<file path="src/rtl/lsu_ctrl.sv">
// Load/store sequencer: takes one core access at a time, drives a word-wide
// req/ack data bus, and returns formatted load data or an error pulse.
module lsu_ctrl #(
  parameter int TIMEOUT_CYCLES = 16,
  parameter int TO_W           = $clog2(TIMEOUT_CYCLES + 1)
) (
  input  logic        clk,
  input  logic        rst_n,
  input  logic        mem_valid,
  input  logic        is_store,
  input  logic [1:0]  Store,
  input  logic [2:0]  Load,
  input  logic [31:0] addr,
  input  logic [31:0] wdata,
  output logic        stall,
  output logic        done,
  output logic [31:0] rdata_out,
  output logic        access_err,
  output logic        timeout_err,
  output logic        bus_req,
  output logic        bus_we,
  output logic [31:0] bus_addr,
  output logic [3:0]  bus_be,
  output logic [31:0] bus_wdata,
  input  logic        bus_ack,
  input  logic [31:0] bus_rdata
);

  typedef enum logic [1:0] {IDLE, BUS, RESP, ERR} state_t;

  state_t          state;
  state_t          state_nxt;
  logic [TO_W-1:0] cnt;
  logic            last_cnt;
  logic            st_q;
  logic [2:0]      code_q;
  logic [1:0]      off_q;
  logic [31:0]     addr_q;
  logic [3:0]      be_q;
  logic [31:0]     wdata_q;
  logic            to_q;
  logic            acc_bad;
  logic [3:0]      be_nxt;
  logic [31:0]     wd_nxt;

  // Select the addressed byte/halfword and extend it according to the load code.
  function automatic logic [31:0] fmt_load(input logic [2:0]  code,
                                           input logic [1:0]  off,
                                           input logic [31:0] word);
    logic signed [7:0]  b;
    logic signed [15:0] h;
    logic [31:0]        r;
    b = word[{off, 3'b000} +: 8];
    h = word[{off[1], 4'b0000} +: 16];
    case (code)
      3'b000:  r = 32'(b);
      3'b001:  r = 32'(h);
      3'b011:  r = {24'b0, b};
      3'b100:  r = {16'b0, h};
      default: r = word;
    endcase
    return r;
  endfunction

  assign last_cnt = (cnt == TO_W'(TIMEOUT_CYCLES - 1));
  assign stall    = mem_valid & ~done;

  // Decode the incoming request: legality, byte enables and replicated store data.
  always_comb begin
    acc_bad = 1'b0;
    be_nxt  = 4'b1111;
    wd_nxt  = '0;
    if (is_store) begin
      case (Store)
        2'b00: begin
          acc_bad = |addr[1:0];
          wd_nxt  = wdata;
        end
        2'b01: begin
          acc_bad = addr[0];
          be_nxt  = 4'b0011 << addr[1:0];
          wd_nxt  = {2{wdata[15:0]}};
        end
        2'b10: begin
          be_nxt  = 4'b0001 << addr[1:0];
          wd_nxt  = {4{wdata[7:0]}};
        end
        default: acc_bad = 1'b1;
      endcase
    end else begin
      case (Load)
        3'b000, 3'b011: acc_bad = 1'b0;
        3'b001, 3'b100: acc_bad = addr[0];
        3'b010:         acc_bad = |addr[1:0];
        default:        acc_bad = 1'b1;
      endcase
    end
  end

  // State register; an async reset abandons any in-flight bus access.
  always_ff @(posedge clk or negedge rst_n) begin
    if (!rst_n) state <= IDLE;
    else        state <= state_nxt;
  end

  // Next-state logic; an ack in the last allowed cycle wins over the timeout.
  always_comb begin
    state_nxt = state;
    case (state)
      IDLE: if (mem_valid) state_nxt = acc_bad ? ERR : BUS;
      BUS: begin
        if (bus_ack)       state_nxt = RESP;
        else if (last_cnt) state_nxt = ERR;
      end
      RESP:    state_nxt = IDLE;
      ERR:     state_nxt = IDLE;
      default: state_nxt = IDLE;
    endcase
  end

  // Outputs: bus signals only carry the latched access while in BUS.
  always_comb begin
    bus_req     = 1'b0;
    bus_we      = 1'b0;
    bus_addr    = '0;
    bus_be      = '0;
    bus_wdata   = '0;
    done        = 1'b0;
    access_err  = 1'b0;
    timeout_err = 1'b0;
    case (state)
      BUS: begin
        bus_req   = 1'b1;
        bus_we    = st_q;
        bus_addr  = addr_q;
        bus_be    = be_q;
        bus_wdata = wdata_q;
      end
      RESP: done = 1'b1;
      ERR: begin
        done        = 1'b1;
        access_err  = ~to_q;
        timeout_err = to_q;
      end
      default: done = 1'b0;
    endcase
  end

  // Access latches, timeout counter and load-result register.
  always_ff @(posedge clk or negedge rst_n) begin
    if (!rst_n) begin
      cnt       <= '0;
      st_q      <= 1'b0;
      code_q    <= '0;
      off_q     <= '0;
      addr_q    <= '0;
      be_q      <= '0;
      wdata_q   <= '0;
      to_q      <= 1'b0;
      rdata_out <= '0;
    end else begin
      case (state)
        IDLE: begin
          if (mem_valid) begin
            st_q    <= is_store;
            code_q  <= is_store ? {1'b0, Store} : Load;
            off_q   <= addr[1:0];
            addr_q  <= {addr[31:2], 2'b00};
            be_q    <= be_nxt;
            wdata_q <= is_store ? wd_nxt : 32'b0;
            cnt     <= '0;
            to_q    <= 1'b0;
          end
        end
        BUS: begin
          cnt <= cnt + TO_W'(1);
          if (bus_ack) begin
            if (!st_q) rdata_out <= fmt_load(code_q, off_q, bus_rdata);
          end else if (last_cnt) begin
            to_q <= 1'b1;
          end
        end
        default: cnt <= cnt;
      endcase
    end
  end

endmodule

</file>
<file path="config.mk">
export PLATFORM = sky130hd
export DESIGN_NAME = lsu_ctrl
export DESIGN_NICKNAME = d
export VERILOG_FILES = /design/src/rtl/lsu_ctrl.sv
export SDC_FILE = /design/constraint.sdc
export NUM_CORES = 1
export LEC_CHECK = 0
export ABC_AREA = 1
export CAP_MARGIN = 20
export CORE_MARGIN = 2
export CORE_UTILIZATION = 45
export DETAILED_ROUTE_END_ITERATION = 8
export GPL_ROUTABILITY_DRIVEN = 0
export GPL_TIMING_DRIVEN = 0
export HOLD_SLACK_MARGIN = 0.08
export PLACE_DENSITY = 0.8
export SYNTH_ARGS = -nofsm -noshare
export SYNTH_HDL_FRONTEND = slang
export SYNTH_SLANG_ARGS = --single-unit
</file>
<file path="constraint.sdc">
create_clock -name clk -period 1.9 [get_ports clk]
set_input_delay 0.57 -clock clk [delete_from_list [all_inputs] [get_ports clk]]
set_output_delay 0.57 -clock clk [all_outputs]
set_load 0.01 [all_outputs]
</file>
# == Yosys cells after proc, flatten, opt, wreduce, memory -nomap -nowiden ==
# Index checks and enable logic that the tools add are counted.
# op_classes
n_addsub,1
eq_ne,17
shifts,4
muxes,28
bitwise_logic,4
n_reduce_logical,14
# ops
operator,n
32-bit case mux with 4 select lines,1
32-bit 2-to-1 mux,3
32-bit case mux with 3 select lines,1
32-bit by 6-bit variable part select with 16-bit output,1
32-bit by 6-bit variable part select with 8-bit output,1
5-bit case mux with 2 select lines,1
"3-bit by 2-bit equality test with 1-bit output, second input constant",3
1-bit 2-to-1 mux,9
2-bit 2-to-1 mux,4
4-bit 2-to-1 mux,2
4-bit case mux with 2 select lines,1
2-bit OR reduction,4
"2-bit equality test, second input constant",3
"3-bit by 1-bit equality test with 1-bit output, second input constant",2
"3-bit equality test, second input constant",2
3-bit logical NOT,2
"2-bit inequality test, second input constant",3
1-bit case mux with 3 select lines,2
2-bit case mux with 3 select lines,1
2-bit AND reduction,3
"5-bit by 1-bit adder with 5-bit output, second input constant",1
"5-bit by 4-bit equality test with 1-bit output, second input constant",1
5-bit 2-to-1 mux,1
"2-bit by 1-bit equality test with 1-bit output, second input constant",2
other kinds (11),14
# totals
register_bits,112
out_inout_bits,106
wordCells,78

# == Longest topological paths before layout ==
# Gate-level depths: netlist of run 1.
# depth
word_depth,7
depth_mapped,11

# == Worst setup path before layout of run 1 ==
# No wires, ideal clock.
# synth_path
path_kind,input to register
startpoint,input Store[1]
endpoint,register wdata_q[2]
arrival_time_ns,1.558
slack_ns,0.211
cell_stages,9
cell_sequence,inv_1 ha_1 buf_2 nor2_1 clkinv_1 nor2_1 inv_1 nand3_1 o21ai_0
# synth_between
elab_chain_len,3
word_cells_on_any_way,5
cone_classes,eq/ne: 2; mux: 2; reduce/logical: 1
# synth_rtl
item,line_no,source
"start, declared",11,"input logic [1:0] Store,"
"2-bit equality test, or another cell as far along",74,case (Store)
32-bit case mux with 3 select lines (*),74,
32-bit 2-to-1 mux (*),170,wdata_q <= is_store ? wd_nxt : 32'b0;
"end signal, assigned",170,
"end, declared",40,logic [31:0] wdata_q;
# Mark *: on every way between the ends. The rest lies on a longest branch, timed or not.
# A chain may end at the register's enable or synchronous reset.

# == Worst setup path after layout of run 1 ==
# layout_path
startpoint,register state[0]
endpoint,output bus_wdata[9]
# layout_between
elab_chain_len,2
# layout_rtl
item,line_no,source
"start, declared",31,state_t state;
"start signal, assigned",103,else state <= state_nxt;
2-bit by 1-bit equality test with 1-bit output,131,case (state)
32-bit 2-to-1 mux,131,
"end, declared",24,"output logic [31:0] bus_wdata,"
# Every way passes these cells.

==> flow_summary.ini, run 1 <==
[timing]
fin_setup_tns_ns = -7.385
drv_slew = 0
fmax_mhz = 475.1
finalSetupViolCount = 72
skew_ns = 0.006617
worst_slack_ns = -0.2050
worst_pin_slew_ns = 0.5473
grt_setup_unrepaired = true
min_period_over_period_pct = 110.8
hold_viol = 0
whs_ns = 0.1668
max_slew_margin_pct = 63.51
fin_crit_ns = 2.105

[worst_setup_path]
crit_chain = nand2_8, clkbuf_16, nor2_2, buf_2
crit_path_end_kind = output pin
critPathBufInv = 2
crit_slowest_cell = dfrtp_2
crit_fanout = 7
crit_type = reg -> out
crit_family = flip-flops
max_stage_delay_ns = 0.54
worstSetupStartpointType = register
worstPathRequired_ns = 1.33
cp.arrival_ns = 1.53

[detailed_routing]
wirelength_um = 21060
firstDrtPassIters = 5
drt_iter0_markers = 731
ant_nets = 0
wl_per_cell_um = 16.87
vias_per_cell = 5.305
via_count = 6621
drc = 0

[placed_design]
hpwlAfterDp_um = 13950
pre_cts_slack_ns = -0.6421
placed_cell_area_mm2 = 0.008377
port_buffers = 208

[die]
pin_count = 212
start_util_pct = 45.81
coreArea_mm2 = 0.01319
die_area_mm2 = 0.01437
die_h_um = 119.9
die_width_um = 119.9
row_count = 42

[grt]
met3_usage_pct = 5.323
grt_usage_pct = 27.35
grt_pass1_vias = 6051
met1_usage_pct = 36.84
busiest_layer = met2
antenna_found_initial = 0
grt-ovfl-total = 0
grt_util_met2_pct = 43.75
grt_max_degree = 59
grt_pass1_wl_um = 30770

[layout]
design_area_mm2 = 0.009390
diodes = 0
final_common_cell = nand2_1
syn_to_final_growth_pct = 55.42
fin_nets = 1179
layout_common_cells = nand2_1 (227), clkdlybuf4s50_1 (132), inv_1 (121)
layout-drive-gt1-share_pct = 22.48

[clock_tree]
clock-root-buffer = clkbuf_16
cts_buffers = 9
tritoncts = built
postCtsHoldBufs = 0
cts.sinks = 112
clk_pin_slew_ns = 0.07
h-tree-depth = 3
worstSkewPairLatency_ns = 0.36
cts_buffer_depth = 2

[logic_synthesis]
synth_cells = 827
synth_top_family_by_area = simple AND/OR/NAND/NOR gates
synth_ff_type = dfrtp_1
synth-simple-area-share_pct = 24.62
synth_xor_area_share_pct = 0.1450
synth_cell_type_count = 33
ys_seq_elements = 112
synth-edff-count = 0
async_flop_share_pct = 100.0
syn_area_mm2 = 0.006042
ys_seq_area_share_pct = 46.39
yosysWarnings = 0
avgSynthCellArea_um2 = 7.306
synthAdderAreaFrac_pct = 1.242
synth-compound-area-share_pct = 14.89
yosys-mux-area-fraction_pct = 0

[run_status]
violations = setup timing
status = finished with violations

[worst_hold_path]
hold_class = in -> async

[pwr]
power.density_mw_per_mm2 = 1485
power_mw = 13.95
cellLeakagePower_nw = 4.517
peakVddDrop_v = 0.0008906

[run]
maxCapViolCount = 0
==> where the power goes <==
part	total (mW)	switching [mW]	internal [mW]
registers	3.88	0.508	3.38
clock network	2.11	0.918	1.19
logic	7.95	4.57	3.38
total	13.9	5.99	7.95
==> synth_stat cells (3+ instances only) <==
cell / instances / share of area, %
a22oi_1: 11 / 1.4
nand2_1: 227 / 14
buf_6: 3 / 0.56
nor2_1: 94 / 5.8
clkbuf_1: 17 / 1.1
a21oi_1: 29 / 2.4
inv_1: 125 / 7.8
inv_2: 9 / 0.56
buf_2: 20 / 1.7
ha_1: 6 / 1.2
nand3_1: 34 / 2.8
o21ai_0: 61 / 5.1
o21ai_1: 6 / 0.50
dfrtp_1: 112 / 46
o22ai_1: 40 / 4.1
buf_4: 8 / 0.99
==> what timing repair did <==
action                     in CTS  in global routing
buffers inserted                6                  5
pin swaps                       2                  3
setup endpoints to repair      92                 96
gates cloned                    0                  8
hold endpoints to repair        0                  0
resized for setup             284                216
==> path summary, 6_finish.rpt <==
path,from,end,slack (ns),cells past startpoint
max,state[0]$_DFFE_PN0P_,bus_wdata[9],-0.20,4
min,rst_n,rdata_out[22]$_DFFE_PN0P_,0.17,1
max reg2reg,state[0]$_DFFE_PN0P_,rdata_out[20]$_DFFE_PN0P_,0.05,8
min reg2reg,rdata_out[14]$_DFFE_PN0P_,rdata_out[14]$_DFFE_PN0P_,0.49,2
max in group asynchronous,rst_n,state[0]$_DFFE_PN0P_,1.05,2
min in group clk,rdata_out[14]$_DFFE_PN0P_,rdata_out[14]$_DFFE_PN0P_,0.49,2
==> area by class of cell <==
cell class,instances,area [um^2]
Buffer,48,380.4
Clock buffer,11,242.7
Clock inverter,5,80.08
Fill cell,1010,3800
Inverter,135,516.7
Multi-Input combinational cell,535,2912
Sequential cell,112,2804
Tap cell,176,220.2
Timing Repair Buffer,226,2235
==> cell families (layout without fill, tap and decap cells) <==
logic type                 count (synthesis)  in the layout
buffers and inverters                    183            425
DFF                                      112            112
xor gates and xnor gates                   1              1
adders and majority gates                  6              6
and+or+nand+nor                          367            369
other                                      1              2
AOI/OAI and AO/OA                        157            157
==> layer usage <==
layer / vias to the layer above / routed length [um] / share of wire, %
li1: 3071 / - / -
met1: 3115 / 8267 / 39
met2: 368 / 10300 / 49
met3: 67 / 1814 / 8.6
met4: 0 / 676 / 3.2
met5: - / 0 / 0
==> registers in the layout (all words and copies together), names as in the netlist <==
name	flops
rdata_out	32
wdata_q	32
addr_q	30
cnt	5
be_q	4
code_q	3
off_q	2
state	2
st_q	1
to_q	1
==> through the flow <==
step                      util (%)  instances
final                        71.19       1248
after global routing         71.19       1248
after CTS                    67.11       1235
after detailed placement     63.51       1213
after global placement       63.29       1212
after floorplan                  -        828
Note: power is estimated with default switching activity, not from simulation.
==> run 2, diff against run 1 <==
CELL_PAD_IN_SITES_DETAIL_PLACEMENT = 0   (was unset)
CELL_PAD_IN_SITES_GLOBAL_PLACEMENT = 2   (was unset)
CORE_UTILIZATION = 24   (was 45)
PLACE_DENSITY = unset   (was 0.8)
PLACE_DENSITY_LB_ADDON = 0.1   (was unset)
==> run 2 against run 1 <==
Compared with the run above: the flow still finishes with violations (setup timing); worst setup slack better by 0.048 ns; hold slack worse by 0.031 ns; sequential cell count unchanged.
==> flow_summary.ini, run 2 (synthesis gave the netlist of run 1 again) <==
[die]
die_area_mm2 = 0.02646
pin_count = 212
row_count = 58
coreArea_mm2 = 0.02496
start_util_pct = 24.20
die_width_um = 162.7
die_h_um = 162.7

[worst_setup_path]
crit_type = reg -> out
reg2regPathDepth = 9
crit_fanout = 10
cp.arrival_ns = 1.49
max_stage_delay_ns = 0.42
crit_family = buffers and inverters
worstSetupStartpointType = register
critPathBufInv = 3
crit_path_end_kind = output pin
crit_slowest_cell = dfrtp_1
crit_chain = inv_4, nand2_8, clkbuf_16, nor2_2, buf_2
worst-path-stages = 5
worstPathRequired_ns = 1.33

[detailed_routing]
firstDrtPassIters = 4
wl_per_cell_um = 15.91
drc = 0
ant_nets = 0
wirelength_um = 22330
via_count = 6112
drt_iter0_markers = 334
vias_per_cell = 4.353

[timing]
fin_setup_tns_ns = -6.077
fmax_mhz = 486.1
grt_setup_unrepaired = true
fin_crit_ns = 2.057
min_period_over_period_pct = 108.3
finalSetupViolCount = 70
worst_slack_ns = -0.1570
drv_slew = 0
max_slew_margin_pct = 66.31
skew_ns = 0.01136
worst_pin_slew_ns = 0.5054
hold_viol = 0

[clock_tree]
cts.sinks = 112
postCtsHoldBufs = 0
clk_pin_slew_ns = 0.08
clock-root-buffer = clkbuf_16
cts_buffers = 9
h-tree-depth = 3
worstSkewPairLatency_ns = 0.36
tritoncts = built
cts_buffer_depth = 2

[layout]
layout_common_cells = nand2_1 (227), clkdlybuf4s50_1 (129), inv_1 (121)
syn_to_final_growth_pct = 56.14
final_common_cell = nand2_1
fin_nets = 1179
fin_cells = 1404
layout-drive-gt1-share_pct = 22.48
reg.largest.list = rdata_out (32), wdata_q (32), addr_q (30)

[pwr]
cellLeakagePower_nw = 4.521
power_mw = 13.52
power.density_mw_per_mm2 = 1434
peakVddDrop_v = 0.0004115

[grt]
grt-ovfl-total = 0
grt_usage_pct = 16.98
grt_pass1_vias = 6294
grt_max_degree = 66
antenna_found_initial = 2
grt_pass1_wl_um = 34510

[placed_design]
hpwlAfterDp_um = 16600
port_buffers = 208
dp.cells = 1367

[run_status]
violations = setup timing
status = finished with violations

[run]
maxCapViolCount = 0

[worst_hold_path]
hold_class = in -> async
==> run 2: worst reg2reg max path: stages (launching register included) <==
cell and delay (ns):
dfrtp_1 0.42, inv_4 0.13, nand2_8 0.10, buf_4 0.15, nor3_4 0.22, buf_6 0.19, buf_4 0.18, nand2_1 0.07
o22ai_1 0.13, inv_1 0.05
==> run 2: what timing repair did <==
action / in CTS / in global routing
gates cloned: 3 / 2
endpoints found under the setup margin: 103 / 100
pin swaps: 3 / 1
setup buffers: 10 / 4
gates resized for setup: 369 / 110
==> run 2: report_power, final <==
part           internal (mW)  switching [mW]
registers               3.37           0.459
logic                   3.29            4.47
clock network          0.941           0.992
total                   7.61            5.92
==> run 2: area by class of cell <==
cell class / instances / area [um^2]
Sequential cell: 112 / 2804
Multi-Input combinational cell: 534 / 2848
Clock inverter: 5 / 38.79
Clock buffer: 11 / 242.7
Inverter: 135 / 514.2
Antenna cell: 2 / 5.005
Buffer: 48 / 399.1
Timing Repair Buffer: 227 / 2170
Fill cell: 2724 / 15530
Tap cell: 330 / 412.9
==> run 2: worst paths after layout <==
path | startpoint | endpoint | slack, ns
min in group clk | rdata_out[6]$_DFFE_PN0P_ | rdata_out[6]$_DFFE_PN0P_ | 0.48
min reg2reg | rdata_out[6]$_DFFE_PN0P_ | rdata_out[6]$_DFFE_PN0P_ | 0.48
max in group asynchronous | rst_n | state[0]$_DFFE_PN0P_ | 1.01
max | state[1]$_DFFE_PN0P_ | bus_wdata[17] | -0.16
max reg2reg | state[1]$_DFFE_PN0P_ | rdata_out[24]$_DFFE_PN0P_ | 0.14
min | rst_n | rdata_out[26]$_DFFE_PN0P_ | 0.14
==> run 2: routing by layer <==
| metal | global-route usage (%) | vias up | wire length (um) |
|---|---|---|---|
| met5 | 0 | - | 13 |
| met4 | 5.792 | 2 | 406 |
| met3 | 3.259 | 23 | 1048 |
| met2 | 28.86 | 134 | 11040 |
| met1 | 21.64 | 2888 | 9823 |
| li1 | - | 3065 | - |
==> run 2: metrics by stage <==
step | utilization [%] | area (um^2) | setup WS, ns | hold slack, ns
6_report | 37.79 | 9434 | -0.1570 | 0.1358
5_1_grt | 37.78 | 9432 | -0.2177 | 0.1825
4_1_cts | 36.51 | 9114 | -0.2457 | 0.1514
3_5_place_dp | 34.33 | 8569 | -0.7474 | 0.4674
3_3_place_gp | 34.21 | 8541 | -4.744 | 0.4646
2_1_floorplan | - | 6046 | 0.2114 | 0.2744
==> run 3, diff against run 2 <==
CORE_MARGIN = unset   (was 2)
==> run 3 against run 2 <==
Compared with the run above: the run still ends with setup timing left; sequential share of layout area is 1.6 points lower; register-to-register slack worse by 0.15 ns; sequential cell count stayed put; cell area increased by 5.8%; utilization up 2.9 points; hold slack better by 0.041 ns; non-clock buffer count rose by 17; clock power grew 4%; global-route usage rose by 0.39 points; die area down 2.4%; combinational power rose by 8.0%; cell count grew 0.71%; critical path type unchanged; critical endpoint is now bus_wdata[3]; largest cell class unchanged; largest power group unchanged.
==> flow_summary.ini, run 3 (synthesis gave the netlist of run 1 again) <==
[pwr]
clkPwrFrac_pct = 14.0
p_comb_share_pct = 58.8
power.density_mw_per_mm2 = 1429
cellLeakagePower_nw = 4.826
p_int_mw = 7.996
switchingPower_mw = 6.267
peakVddDrop_v = 0.0004993
switching_share_pct = 43.94
seqPwrFrac_pct = 27.2

[grt]
grt-ovfl-total = 0
grt_max_degree = 58
antenna_found_initial = 1
grt_pass1_vias = 6167
grt_pass1_wl_um = 34760
grt_usage_pct = 17.37

[clock_tree]
clk_pin_slew_ns = 0.08
cts.sinks = 112
tritoncts = built
clock-root-buffer = clkbuf_16
postCtsHoldBufs = 0
h-tree-depth = 3
cts_buffer_depth = 2
worstSkewPairLatency_ns = 0.37
cts_buffers = 9

[timing]
fmax_mhz = 481.8
fin_setup_tns_ns = -6.601
finalSetupViolCount = 71
max_slew_margin_pct = 59.78
drv_slew = 0
whs_ns = 0.1764
worst_pin_slew_ns = 0.6033
grt_setup_unrepaired = true
skew_ns = 0.01099
worst_slack_ns = -0.1756
fin_crit_ns = 2.076
hold_viol = 0
min_period_over_period_pct = 109.2

[layout]
fin_cells = 1414
final_common_cell = nand2_1
layout-drive-gt1-share_pct = 25.69
fin_nets = 1197
diodes = 0
reg.largest.list = rdata_out (32), wdata_q (32), addr_q (30)
syn_to_final_growth_pct = 65.25
fill_cells = 2577
layout_common_cells = nand2_1 (206), inv_1 (122), clkdlybuf4s50_1 (120)

[die]
pin_count = 212
coreArea_mm2 = 0.02453
die_area_mm2 = 0.02581
row_count = 57
die_width_um = 160.7
die_h_um = 160.7
start_util_pct = 24.63

[placed_design]
hpwlAfterDp_um = 16490
dp.cells = 1361
port_buffers = 208

[worst_setup_path]
crit_chain = clkinv_4, nand2_8, clkbuf_16, buf_6, nor2_2, buf_2
reg2reg_slack_ns = -0.01
crit_fanout = 5
worstSetupStartpointType = register
crit_type = reg -> out
max_stage_delay_ns = 0.43
crit_path_end_kind = output pin
crit_slowest_cell = dfrtp_1
worstPathRequired_ns = 1.33
cp.arrival_ns = 1.51
r2r-end = rdata_out[16]$_DFFE_PN0P_
crit_family = buffers and inverters
reg2regPathDepth = 11
critPathBufInv = 4
worst_r2r_startpoint = state[1]$_DFFE_PN0P_

[detailed_routing]
vias_per_cell = 4.333
firstDrtPassIters = 4
drt_iter0_markers = 241
via_count = 6127
drc = 0
wl_per_cell_um = 16.15
ant_nets = 0
wirelength_um = 22840

[run]
maxCapViolCount = 0

[worst_hold_path]
hold_class = in -> async

[run_status]
violations = setup timing
status = finished with violations
## run 3: cell count changes in the layout (fill, tap and decap cells not counted), sizes merged, moves of 2 or more
cell and delta:
buf +20, clkbuf -5, clkdlybuf4s50 -9, clkinv +2
diode -2, dlymetal6s2s +8
## run 3: what timing repair did
item                       CTS  global route
setup endpoints to repair   94           126
resized for setup          364           216
gates cloned                 2             9
buffers inserted            14            13
pin swaps                    4            26
## run 3: per-layer routing
| layer | global-route usage [%] | up-vias | wire (um) |
|---|---|---|---|
| met1 | 22.78 | 2868 | 10260 |
| li1 | - | 3099 | - |
| met3 | 3.383 | 18 | 986 |
| met5 | 0 | - | 13 |
| met2 | 29.52 | 140 | 11300 |
| met4 | 3.593 | 2 | 286 |
## run 3: worst max-delay path by stage
| stage | start | to | slack (ns) | cells past startpoint |
|---|---|---|---|---|
| CTS | state[1]$_DFFE_PN0P_ | bus_addr[24] | -0.27 | 5 |
| global placement | rst_n | addr_q[17]$_DFFE_PN0P_ | -4.74 | 1 |
| floorplan | Store[1] | wdata_q[2]$_DFFE_PN0P_ | 0.21 | 9 |
| finish | state[1]$_DFFE_PN0P_ | bus_wdata[3] | -0.18 | 6 |
| global route | state[1]$_DFFE_PN0P_ | bus_wdata[31] | -0.25 | 6 |
| detailed placement | Store[1] | wdata_q[6]$_DFFE_PN0P_ | -0.73 | 10 |
## run 3: worst register-to-register path, cell delays in order, from the launching register on
cell       delay (ns)
dfrtp_1          0.43
clkinv_4         0.13
nand2_8          0.09
buf_6            0.15
buf_6            0.11
nor3_4           0.27
buf_4            0.17
buf_6            0.11
clkbuf_16        0.16
nand2_2          0.04
o22ai_1          0.10
inv_1            0.05
## run 3: area by class of cell
type,instances,area [um^2],area share (%)
plain buffers,48,437.9,4.386
multi-input cells,535,3025,30.30
clock buffers,9,225.2,2.256
flip-flops and latches,112,2804,28.08
clock inverters,7,81.33,0.8145
inverters,135,530.5,5.313
well taps,324,405.4,4.060
repair buffers,244,2475,24.79
## run 3: through the flow
step           area (um^2)  util, %  worst slack (ns)  power [mW]
6_report              9985    40.70           -0.1756       14.26
5_1_grt               9985    40.70           -0.2460       15.44
4_1_cts               9243    37.67           -0.2710       13.34
3_5_place_dp          8562    34.90           -0.7313       10.59
3_3_place_gp          8533    34.78            -4.745       10.60
2_1_floorplan         6046        -            0.2114       7.573
## run 3: power by group through the flow
stage	Sequential (mW)	Clock (mW)	Combinational [mW]
2_1_floorplan	3.92	0	3.66
3_3_place_gp	3.86	0	6.74
3_5_place_dp	3.86	0	6.73
4_1_cts	3.85	2.09	7.41
5_1_grt	4.01	2.17	9.26
6_report	3.88	2.00	8.38
==> edit, RTL diff (flow settings as in run 3) <==
The parameter `TIMEOUT_CYCLES` goes from 16 to 32.
--- a/src/rtl/lsu_ctrl.sv
+++ b/src/rtl/lsu_ctrl.sv
@@ -1,7 +1,7 @@
 // Load/store sequencer: takes one core access at a time, drives a word-wide
 // req/ack data bus, and returns formatted load data or an error pulse.
 module lsu_ctrl #(
-  parameter int TIMEOUT_CYCLES = 16,
+  parameter int TIMEOUT_CYCLES = 32,
   parameter int TO_W           = $clog2(TIMEOUT_CYCLES + 1)
 ) (
   input  logic        clk,
Check against the original RTL: same outputs for any inputs over 4 cycles, from zero or initial values and one cycle with rst_n low; that may be too few to reach the edited logic, so the function may still have changed.
==> edit against run 3 <==
Critical path depth did not move. Worst setup slack got worse by 0.075 ns. Combinational power fell by 13%. The run still ends with negative setup slack left. Synthesized area fell by 0.87%. Sequential cell count rose by 1. Design area fell by 3.1%. Wire length fell by 0.21%. First-iteration DRC count fell by 4.1%. Total power fell by 0.50%. Sequential share of layout area rose by 1.1 points.
==> edit: results (changes against run 3) <==
routed length on met1=9820 um (-4.2%); GR Util met2=31.5% (+1.9 points); Clock Latency Late Sink=0.42 ns (+0.05 ns); xor and xnor area share after synthesis=0% (-0.14 points); number of H-tree levels=4 (+1); highest routed layer=met4; drt total wl=22,800 um (-0.21%); Setup Buffers After CTS=16 (+2); crit path DAT=1.58 ns (+0.07 ns); CTS buffer count=17 (+8); peak supply drop=0.000591 V (+18%); status=complete, but fails checks; # setup viols final=71 (unchanged); crit path max fanout=6 (+1); # fillers=2,628 (+2.0%); routed wl met2=11,500 um (+1.5%); Synth cell types=32 (-3.0%); failing checks=negative setup slack; reg2reg path depth=13 (+2); via count=6,204 (+1.3%); DRT iter0 DRCs=231 (-4.1%); # nets final=1,203 (+0.50%); fraction of layout cells with a size suffix above 1=21.0% (-4.7 points); Post-CTS Resized=365 (+0.27%); worst setup margin=-0.250 ns (-0.0746 ns)
==> edit: final timing paths <==
kind	end	slack (ns)
max in group asynchronous	state[0]	1.07
min in group clk	rdata_out[6]	0.47
max reg2reg	cnt[1]	0.03
min reg2reg	rdata_out[6]	0.47
min	rdata_out[21]	0.08
max	bus_addr[28]	-0.25
==> edit: stage by stage <==
step                      TNS (ns)  area (um^2)  utilization (%)
after floorplan                  0         5990                -
after global placement     -620.41         8490             34.8
after detailed placement    -80.82         8520             34.9
after CTS                   -14.80         9330             38.2
after global routing        -16.89         9680             39.7
final                       -11.22         9680             39.7
==> edit: layout make-up <==
type	instances	area share, %
Antenna cell	1	0.0259
Buffer	45	3.68
Clock buffer	18	4.43
Clock inverter	14	1.37
Multi-Input combinational cell	539	28.1
Sequential cell	113	29.2
Timing Repair Buffer	240	23.5
Tap cell	324	4.19
Inverter	136	5.39
==> edit: power breakdown <==
part	switching (mW)	internal [mW]
Combinational	4.25	3.03
Clock	1.26	1.81
Sequential	0.434	3.40
